$ cat config.mk
export PLATFORM = sky130hd
export DESIGN_NAME = hall_call_scanner
export DESIGN_NICKNAME = d
export VERILOG_FILES = /design/src/rtl/elevator_pkg.sv /design/src/rtl/button_debouncer.sv /design/src/rtl/hall_call_scanner.sv
export SDC_FILE = /design/constraint.sdc
export NUM_CORES = 1
export LEC_CHECK = 0
export BUFFER_PORTS_ARGS = -buffer_cell sky130_fd_sc_hd__buf_4
export CAP_MARGIN = 10
export CORE_AREA = 2 2 180 94
export CTS_BUF_LIST = sky130_fd_sc_hd__clkbuf_16
export CTS_CLUSTER_DIAMETER = 150
export CTS_CLUSTER_SIZE = 28
export DETAILED_ROUTE_END_ITERATION = 7
export DIE_AREA = 0 0 182 96
export GPL_TIMING_DRIVEN = 0
export MAX_ROUTING_LAYER = met4
export PLACE_DENSITY = 0.66
export SYNTH_ARGS = -nofsm -noshare
export SYNTH_HDL_FRONTEND = slang
export SYNTH_HIERARCHICAL = 1
export SYNTH_SLANG_ARGS = --single-unit
$ cat constraint.sdc
create_clock -name clk -period 15.7 [get_ports clk]
set_clock_uncertainty 0.05 [all_clocks]
set_input_delay 1.57 -clock clk [delete_from_list [all_inputs] [get_ports clk]]
set_output_delay 1.57 -clock clk [all_outputs]
set_load 0.02 [all_outputs]
$ cat src/rtl/elevator_pkg.sv
// Shared types and constants for the elevator controller front end.
//   NUM_FLOORS/FLOOR_W : floor count and floor-number width
//   NUM_CALLS/CALL_W   : size of the combined up/down call vector and its index width
//   CALL_MASK          : calls that physically exist (no down at floor 0, no up at floor 7)
//   scan_state_t       : hall-call scanner FSM states
package elevator_pkg;

  localparam int NUM_FLOORS = 8;
  localparam int FLOOR_W    = 3;
  localparam int NUM_CALLS  = 2 * NUM_FLOORS;
  localparam int CALL_W     = 4;

  localparam logic DIR_UP   = 1'b1;
  localparam logic DIR_DOWN = 1'b0;

  // Index i<8 is the up call at floor i, index i>=8 the down call at floor i-8.
  localparam logic [NUM_CALLS-1:0] CALL_MASK = 16'hFE7F;

  typedef enum logic [1:0] {
    IDLE,
    ISSUE,
    HOLDOFF
  } scan_state_t;

  function automatic logic call_dir(input logic [CALL_W-1:0] idx);
    return idx[CALL_W-1] ? DIR_DOWN : DIR_UP;
  endfunction

  function automatic logic [FLOOR_W-1:0] call_floor(input logic [CALL_W-1:0] idx);
    return idx[FLOOR_W-1:0];
  endfunction

endpackage

$ cat src/rtl/button_debouncer.sv
// One hall-call button: 2-flop synchronizer, 3-sample history taken on the
// shared tick, hysteretic debounced level and a one-cycle press pulse.
//   clk, reset : system clock, synchronous active-high reset
//   tick       : shared sample strobe
//   btn_raw    : asynchronous raw button, active-high
//   press      : one-cycle pulse on the 0->1 transition of the debounced level
module button_debouncer (
  input  logic clk,
  input  logic reset,
  input  logic tick,
  input  logic btn_raw,
  output logic press
);

  logic       sync1_q, sync1_d;
  logic       sync2_q, sync2_d;
  logic [2:0] hist_q,  hist_d;
  logic       level_q, level_d;

  always_comb begin
    sync1_d = btn_raw;
    sync2_d = sync1_q;
    hist_d  = hist_q;
    level_d = level_q;
    if (tick) begin
      hist_d = {hist_q[1:0], sync2_q};
      if (hist_d == 3'b111) begin
        level_d = 1'b1;
      end else if (hist_d == 3'b000) begin
        level_d = 1'b0;
      end
    end
    // Pulse coincides with the tick that raises the level.
    press = level_d & ~level_q;
  end

  always_ff @(posedge clk) begin
    if (reset) begin
      sync1_q <= 1'b0;
      sync2_q <= 1'b0;
      hist_q  <= '0;
      level_q <= 1'b0;
    end else begin
      sync1_q <= sync1_d;
      sync2_q <= sync2_d;
      hist_q  <= hist_d;
      level_q <= level_d;
    end
  end

endmodule

$ cat src/rtl/hall_call_scanner.sv
// Hall-call scanner: debounces 8 up and 8 down hall buttons, latches new
// presses as pending calls and serializes them, round-robin, into
// single-cycle request strobes separated by a fixed idle gap.
//   SAMPLE_CYCLES : clock cycles between debounce samples (>=2)
//   GAP_CYCLES    : idle cycles forced after each issued request (>=1)
//   clk, reset    : system clock, synchronous active-high reset
//   btn_up/down   : raw asynchronous buttons, bit i = floor i
//   valid_out     : one-cycle request strobe
//   req_floor     : floor of the request (held while valid_out=0)
//   direction     : 1 = up, 0 = down (held while valid_out=0)
//   pending_up/down : latched, not-yet-issued calls
module hall_call_scanner
  import elevator_pkg::*;
#(
  parameter int unsigned SAMPLE_CYCLES = 1_000_000,
  parameter int unsigned GAP_CYCLES    = 4
) (
  input  logic                  clk,
  input  logic                  reset,
  input  logic [NUM_FLOORS-1:0] btn_up,
  input  logic [NUM_FLOORS-1:0] btn_down,
  output logic                  valid_out,
  output logic [FLOOR_W-1:0]    req_floor,
  output logic                  direction,
  output logic [NUM_FLOORS-1:0] pending_up,
  output logic [NUM_FLOORS-1:0] pending_down
);

  localparam int TICK_W = $clog2(SAMPLE_CYCLES);
  localparam int GAP_W  = $clog2(GAP_CYCLES + 1);

  logic [TICK_W-1:0]    tick_cnt_q, tick_cnt_d;
  logic                 tick;
  logic [NUM_CALLS-1:0] raw_vec;
  logic [NUM_CALLS-1:0] press_vec;
  logic [NUM_CALLS-1:0] pending_q, pending_d;
  logic [NUM_CALLS-1:0] clr_vec;
  scan_state_t          state_q, state_d;
  logic [CALL_W-1:0]    ptr_q, ptr_d;
  logic [CALL_W-1:0]    grant_q, grant_d;
  logic [FLOOR_W-1:0]   req_floor_q, req_floor_d;
  logic                 direction_q, direction_d;
  logic [GAP_W-1:0]     gap_q, gap_d;
  logic                 found;
  logic [CALL_W-1:0]    pick_idx;
  logic [CALL_W-1:0]    scan_idx;

  // Shared sample tick.
  always_comb begin
    tick       = (tick_cnt_q == TICK_W'(SAMPLE_CYCLES - 1));
    tick_cnt_d = tick ? '0 : tick_cnt_q + 1'b1;
  end

  assign raw_vec = {btn_down, btn_up};

  // Nonexistent calls get a debouncer whose input is tied low.
  for (genvar i = 0; i < NUM_CALLS; i++) begin : g_btn
    button_debouncer u_deb (
      .clk     (clk),
      .reset   (reset),
      .tick    (tick),
      .btn_raw (raw_vec[i] & CALL_MASK[i]),
      .press   (press_vec[i])
    );
  end

  // Round-robin search starting at ptr; wraps naturally in 4 bits.
  always_comb begin
    found    = 1'b0;
    pick_idx = '0;
    scan_idx = '0;
    for (int unsigned i = 0; i < NUM_CALLS; i++) begin
      scan_idx = ptr_q + CALL_W'(i);
      if (!found && pending_q[scan_idx]) begin
        found    = 1'b1;
        pick_idx = scan_idx;
      end
    end
  end

  always_comb begin
    state_d     = state_q;
    ptr_d       = ptr_q;
    grant_d     = grant_q;
    req_floor_d = req_floor_q;
    direction_d = direction_q;
    gap_d       = gap_q;
    clr_vec     = '0;
    valid_out   = 1'b0;
    unique case (state_q)
      IDLE: begin
        if (found) begin
          grant_d     = pick_idx;
          req_floor_d = call_floor(pick_idx);
          direction_d = call_dir(pick_idx);
          ptr_d       = pick_idx + 1'b1;
          state_d     = ISSUE;
        end
      end
      ISSUE: begin
        valid_out        = 1'b1;
        clr_vec[grant_q] = 1'b1;
        gap_d            = '0;
        state_d          = HOLDOFF;
      end
      HOLDOFF: begin
        if (gap_q == GAP_W'(GAP_CYCLES - 1)) begin
          state_d = IDLE;
        end else begin
          gap_d = gap_q + 1'b1;
        end
      end
      default: state_d = IDLE;
    endcase
    // A press landing on the clear cycle keeps the call pending.
    pending_d = (pending_q & ~clr_vec) | press_vec;
  end

  always_ff @(posedge clk) begin
    if (reset) begin
      tick_cnt_q  <= '0;
      pending_q   <= '0;
      state_q     <= IDLE;
      ptr_q       <= '0;
      grant_q     <= '0;
      req_floor_q <= '0;
      direction_q <= 1'b0;
      gap_q       <= '0;
    end else begin
      tick_cnt_q  <= tick_cnt_d;
      pending_q   <= pending_d;
      state_q     <= state_d;
      ptr_q       <= ptr_d;
      grant_q     <= grant_d;
      req_floor_q <= req_floor_d;
      direction_q <= direction_d;
      gap_q       <= gap_d;
    end
  end

  assign req_floor    = req_floor_q;
  assign direction    = direction_q;
  assign pending_up   = pending_q[NUM_FLOORS-1:0];
  assign pending_down = pending_q[NUM_CALLS-1:NUM_FLOORS];

endmodule

==> results of run 1 <==
registers in the layout, summed over array words and instances, names as in the netlist:
name                 count
g_btn.u_deb/hist_q      32
g_btn.u_deb/sync2_q     16
g_btn.u_deb/sync1_q     16
direction                1
state_q                  2
pending_q               16
grant_q                  4
ptr_q                    4
gap_q                    3
g_btn.u_deb/level_q     16
tick_cnt_q              20
per-layer routing:
metal	global-route usage, %	up-vias	routed length [µm]
met5	-	-	0
met4	4.10	0	94
met3	11.7	15	2850
met2	32.7	316	7760
met1	38.5	3283	11100
li1	-	3232	-
cell usage after synthesis (19+ instances only):
| master | count | share of area (%) |
|---|---|---|
| nand2_1 | 27 | 1.3 |
| clkbuf_1 | 25 | 1.2 |
| nand3_1 | 32 | 2.1 |
| nor2_1 | 120 | 5.8 |
| inv_1 | 35 | 1.7 |
| a21oi_1 | 40 | 2.6 |
| mux2i_1 | 72 | 9.3 |
| nor3b_1 | 19 | 1.8 |
| mux4_2 | 23 | 6.7 |
| nor2b_1 | 39 | 3.1 |
| dfxtp_1 | 130 | 33 |
cell families after synthesis:
kind of cell,share of synthesized area (%)
xor+xnor,3.78
compound gates,13.9
flops,33.5
other cells,0.0482
simple gates,23.3
buf+inv,5.00
fa+ha+maj,1.77
mux,18.7
power by group through the flow:
stage,Sequential (W),Combinational [W],Clock [W]
finish,0.000368,0.000555,0.000371
global route,0.000370,0.000590,0.000395
CTS,0.000367,0.000532,0.000376
detailed placement,0.000374,0.000529,0
global placement,0.000373,0.000532,0
floorplan,0.000368,0.000392,0
through the flow:
stage,instances,total power [W]
2_1_floorplan,850,0.000759
3_3_place_gp,1096,0.000905
3_5_place_dp,1102,0.000903
4_1_cts,1134,0.00128
5_1_grt,1134,0.00135
6_report,1134,0.00129
final cells by class:
type                    count  area share [%]
plain buffers              47            2.76
clock buffers              17            4.76
clock inverters            15            1.41
inverters                  38            1.60
multi-input cells         635            53.7
flip-flops and latches    130            29.1
well taps                 210            2.94
repair buffers             42            3.74
how the worst max path moves through the flow:
stage,slack [ns],from,cells past startpoint,to
finish,9.71,ptr_q[2]$_SDFFE_PP0P_,21,ptr_q[2]$_SDFFE_PP0P_
global route,9.50,ptr_q[2]$_SDFFE_PP0P_,21,ptr_q[2]$_SDFFE_PP0P_
CTS,10.11,ptr_q[2]$_SDFFE_PP0P_,17,ptr_q[3]$_SDFFE_PP0P_
detailed placement,10.14,ptr_q[2]$_SDFFE_PP0P_,17,ptr_q[3]$_SDFFE_PP0P_
global placement,6.34,tick_cnt_q[0]$_SDFF_PP0_,9,tick_cnt_q[13]$_SDFF_PP0_
floorplan,8.22,tick_cnt_q[0]$_SDFF_PP0_,9,tick_cnt_q[11]$_SDFF_PP0_
==> flow_metrics.tcl, run 1 <==
set metrics [dict create \
    ys_seq_elements 130 \
    arrival_ns 6.28 \
    power.net_switching_w 0.000507 \
    core_area_mm2 0.0159 \
    cts.sinks 130 \
    max_stage_delay_ns 1.13 \
    path_class "reg2reg" \
    hold_slack_ns 0.382 \
    area_growth_pct 14.9 \
    cts_setup_buffers 0 \
    status "completed" \
    synth_area_mm2 0.00778 \
    postRouteAntennaNets 0 \
    max_cap_viol_count 0 \
    setup_viol 0 \
    port_buffers 36 \
    pwr-share-comb_pct 42.9 \
    cts_resized 0 \
    most-common-layout-cells "dfxtp_1, nor2_1, mux2i_1, buf_4, a21oi_1" \
    synth-async-reset-ratio_pct 0 \
    multi_input_area_mm2 0.00479 \
    setup_slack_ns 9.71 \
    cts_tree "built" \
    hold_viol 0 \
    seq_power_share_pct 28.4 \
    cts-hold-fix-buffers 0 \
    drtIter0Drc 662 \
    cpMaxStageDelayCell "a2111oi_0" \
    dpl_worst_slack_ns 10.14 \
    hp-class "reg2reg" \
    post-route-period-util_pct 38.2 \
    drive_above_1_share_pct 17.4 \
    syn_avg_cell_area_um2 9.16 \
    relSlewSlack_pct 10.9 \
    path_delay_family "buffers and inverters" \
    overflow 0 \
    dr.pass1.iters 5 \
    cp.required_ns 15.98 \
    critPathBufInv 10 \
    hold_start "g_btn[4].u_deb/sync1_q$_SDFF_PP0_" \
    ys_seq_area_share_pct 33.5 \
    tns_ns 0 \
    vias_per_cell 6.04 \
    drv_slew 0 \
    cp_max_fo 10 \
    dpl-instance-area_mm2 0.00838 \
    clk_path_buf_depth 2 \
    irDropWorstVdd_v 0.000103 \
    rsz0062_at_grt "no" \
    netSwitchingFraction_pct 39.2 \
    gp_congestion 1.01 \
    p_leak_nw 3.08 \
    nets 940 \
    rr_startpoint "ptr_q[2]$_SDFFE_PP0P_" \
    synth-main-ff-cell "dfxtp_1" \
    hpwl_um 16200 \
    design_area_mm2 0.00893 \
    powerDensity_mw_per_mm2 145 \
    tightest_slew_ns 1.30 \
    fillCellCount 1464 \
    synth_cell_types 81 \
    final-seq-area_mm2 0.00260 \
    period_needed_ns 5.99 \
    start_kind "flop" \
    min_to "g_btn[4].u_deb/sync2_q$_SDFF_PP0_" \
    p_clk_share_pct 28.7 \
    cts_max_level 4 \
    crit_chain "buf_2 > buf_4 > buf_2 > inv_1 > ha_1 > clkbuf_1 > buf_2 > clkbuf_1 > nand2b_1 > o22ai_1 > nor4_2 > buf_4 > a21oi_1 > a2111oi_0 > a32o_1 > inv_1 > ha_1 > inv_1 > a21oi_1 > nand3b_1 > a21oi_1" \
    grtUsageTotal_pct 26.3 \
    grt_pass1_wl_um 34300 \
    cts_root_buf "clkbuf_16" \
    final_common_cell "dfxtp_1" \
    internal_power_w 0.000787 \
    critPathCaptureType "flop" \
    timing.rr.end "ptr_q[2]$_SDFFE_PP0P_" \
    synth_edf_count 0 \
    fin_util_pct 56.1 \
    whs_path_depth 1 \
    die_x_um 182 \
    r2r_slack_ns 9.71 \
    drc 0 \
    vias 6846 \
    finalWirelength_um 21800 \
    die-area_mm2 0.0175 \
    grt_max_degree 86 \
    fp.dieH_um 96 \
    ys.warnings.count 6 \
    start_util_pct 48.8 \
    syn-instance-count 849 \
    avgRoutedWirePerCell_um 19.2 \
    rows 33 \
    cts_made_buffers 17 \
    grt_pass1_vias 6226 \
    antenna_found_initial 0 \
    io_pins 39 \
    max_freq_ghz 0.167 \
    antenna_cells 0 \
    clock_latency_ns 0.41 \
    rr_worst_depth 21 \
    clk_pin_slew_ns 0.06 \
]
(Power assumes the default switching activity.)
==> run 2: changes to the inputs <==
--- a/config.mk
+++ b/config.mk
@@ -15,7 +15,7 @@
 export DIE_AREA = 0 0 182 96
 export GPL_TIMING_DRIVEN = 0
 export MAX_ROUTING_LAYER = met4
-export PLACE_DENSITY = 0.66
+export PLACE_DENSITY = 0.69
 export SYNTH_ARGS = -nofsm -noshare
 export SYNTH_HDL_FRONTEND = slang
 export SYNTH_HIERARCHICAL = 1
==> constraint.sdc (replaced) <==
create_clock -name clk -period 5.2 [get_ports clk]
set_clock_uncertainty 0.05 [all_clocks]
set_input_delay 0.52 -clock clk [delete_from_list [all_inputs] [get_ports clk]]
set_output_delay 0.52 -clock clk [all_outputs]
set_load 0.02 [all_outputs]
==> run 2 against run 1 <==
  * Utilization up 1.1 points
  * Global-route usage is 0.67 points higher
  * Via count increased by 1.6%
  * Non-clock buffer count is 2 lower
  * Total power grew to 3.1 times the previous value
  * Largest power group unchanged
==> flow_metrics.tcl, run 2 (same netlist as run 1, synthesis figures left out) <==
set metrics [dict create \
    nets 938 \
    cts_root_buf "clkbuf_16" \
    finalWirelength_um 21700 \
    regMostFlops "g_btn.u_deb/hist_q" \
    period_needed_ns 5.06 \
    start_kind "flop" \
    fp.dieH_um 96 \
    irDropWorstVdd_v 0.000245 \
    clk_pin_slew_ns 0.06 \
    largest_reg_flops 32 \
    cts.sinks 130 \
    hold_viol 0 \
    grt_pass1_vias 6432 \
    core_area_mm2 0.0159 \
    max_stage_delay_ns 0.58 \
    grt_max_degree 86 \
    cts_tree "built" \
    most-common-layout-cells "dfxtp_1, nor2_1, mux2i_1, buf_4, a21oi_1" \
    path_class "reg2reg" \
    vias_per_cell 6.14 \
    fin_util_pct 57.1 \
    cpMaxStageDelayCell "or4_4" \
    pwr-share-comb_pct 40.7 \
    rows 33 \
    critPathCaptureType "flop" \
    fin_cells 1132 \
    r2r_slack_ns 0.14 \
    powerDensity_mw_per_mm2 446 \
    area_growth_pct 17.1 \
    power.net_switching_w 0.00152 \
    crit_path_start "ptr_q[2]$_SDFFE_PP0P_" \
    clk_path_buf_depth 2 \
    setup_slack_ns 0.140 \
    reg_top3 "g_btn.u_deb/hist_q (32), tick_cnt_q (20)" \
    p_leak_nw 3.14 \
    arrival_ns 5.34 \
    cts_max_level 4 \
    seq_power_share_pct 27.3 \
    dpl_worst_slack_ns -0.336 \
    grtUsageTotal_pct 27.0 \
    cp.required_ns 5.48 \
    final_common_cell "dfxtp_1" \
    grt_pass1_wl_um 35100 \
    rr_startpoint "ptr_q[2]$_SDFFE_PP0P_" \
    cts_made_buffers 17 \
    internal_power_w 0.00254 \
    drtIter0Drc 775 \
    antenna_found_initial 1 \
    overflow 0 \
    avgRoutedWirePerCell_um 19.2 \
    postRouteAntennaNets 0 \
    final-seq-area_mm2 0.00260 \
    placedCellCount 1099 \
    crit_chain "clkbuf_4 > buf_6 > clkinvlp_4 > ha_1 > clkbuf_1 > buf_4 > mux2i_1 > a22oi_1 > a21oi_1 > o21ai_1 > or4_4 > nand4bb_1 > o32a_1 > and3b_4 > or4_1 > a311oi_1" \
    relSlewSlack_pct 43.0 \
    drc 0 \
    io_pins 39 \
    cp-endpoint "ptr_q[3]$_SDFFE_PP0P_" \
    netSwitchingFraction_pct 37.5 \
    die_x_um 182 \
    drv_slew 0 \
    gp_congestion 1.03 \
    status "completed" \
    clock_latency_ns 0.42 \
    fillCellCount 1397 \
    cp_max_fo 19 \
    post-route-period-util_pct 97.3 \
    cts-hold-fix-buffers 0 \
    dr.pass1.iters 5 \
    rr_worst_depth 16 \
    vias 6955 \
    hpwl_um 15900 \
    p_clk_share_pct 32.0 \
    max_freq_ghz 0.198 \
    tightest_slew_ns 0.855 \
    tns_ns 0 \
    drive_above_1_share_pct 18.3 \
    antenna_cells 0 \
    timing.rr.end "ptr_q[3]$_SDFFE_PP0P_" \
    port_buffers 36 \
    die-area_mm2 0.0175 \
    multi_input_area_mm2 0.00485 \
    start_util_pct 48.8 \
    max_cap_viol_count 0 \
    setup_viol 0 \
    hp-class "in2reg" \
]
run 2: cell types whose count changed in the layout (fill, tap and decap cells not counted), sizes merged:
cell,delta
buf,-3
clkinv,-4
clkinvlp,+1
clkbuf,+1
bufinv,+3
run 2: layout make-up:
type | instances | share of cell area, %
Clock buffer | 17 | 4.67
Tap cell | 210 | 2.89
Buffer | 46 | 2.76
Inverter | 38 | 1.61
Clock inverter | 15 | 2.35
Multi-Input combinational cell | 635 | 53.2
Sequential cell | 130 | 28.6
Timing Repair Buffer | 41 | 3.90
run 2: metal layers:
| layer | wire (µm) | GRT usage, % | up-vias | share of wire [%] |
|---|---|---|---|---|
| li1 | - | - | 3224 | - |
| met1 | 10700 | 38.4 | 3340 | 49 |
| met2 | 8070 | 35.2 | 366 | 37 |
| met3 | 2760 | 10.6 | 25 | 13 |
| met4 | 190 | 6.45 | 0 | 0.87 |
| met5 | 0 | - | - | 0 |
run 2: worst min path at each step:
stage / startpoint / to / slack [ns] / cells past startpoint
2_1_floorplan: g_btn[0].u_deb/sync1_q$_SDFF_PP0_ / g_btn[0].u_deb/sync2_q$_SDFF_PP0_ / 0.36 / 1
3_3_place_gp: g_btn[7].u_deb/sync1_q$_SDFF_PP0_ / g_btn[7].u_deb/sync2_q$_SDFF_PP0_ / 0.37 / 1
3_5_place_dp: g_btn[4].u_deb/sync1_q$_SDFF_PP0_ / g_btn[4].u_deb/sync2_q$_SDFF_PP0_ / 0.37 / 1
4_1_cts: btn_up[2] / g_btn[2].u_deb/sync1_q$_SDFF_PP0_ / 0.25 / 2
5_1_grt: btn_up[5] / g_btn[5].u_deb/sync1_q$_SDFF_PP0_ / 0.25 / 2
6_report: btn_down[4] / g_btn[12].u_deb/sync1_q$_SDFF_PP0_ / 0.25 / 2
run 2: worst max-delay path: cells and delay by family, from the launching register on:
kind,cells,cell delay [ns]
buffers and inverters,5,1.25
DFF,1,0.37
and+or+nand+nor,4,1.58
muxes,1,0.22
adders and majority gates,1,0.31
AOI/OAI and AO/OA,5,1.19
run 2: through the flow:
stage	total power (W)	instance area (µm²)	hold slack, ns
floorplan	0.00229	7790	0.364
finish	0.00407	9110	0.255
global placement	0.00269	8320	0.367
detailed placement	0.00269	8400	0.372
CTS	0.00400	9050	0.245
global route	0.00425	9110	0.252
run 2: power groups by stage:
stage                     combinational, W  sequential (W)  clock (W)
final                              0.00166         0.00111    0.00130
after CTS                          0.00158         0.00111    0.00132
after global placement             0.00156         0.00113          0
after floorplan                    0.00118         0.00111          0
after global routing               0.00176         0.00112    0.00137
after detailed placement           0.00156         0.00113          0
run 2: what timing repair did:
action,CTS,global route
pin swaps,0,1
gates cloned,0,0
buffers inserted,1,1
setup endpoints to repair,3,3
resized for setup,3,12
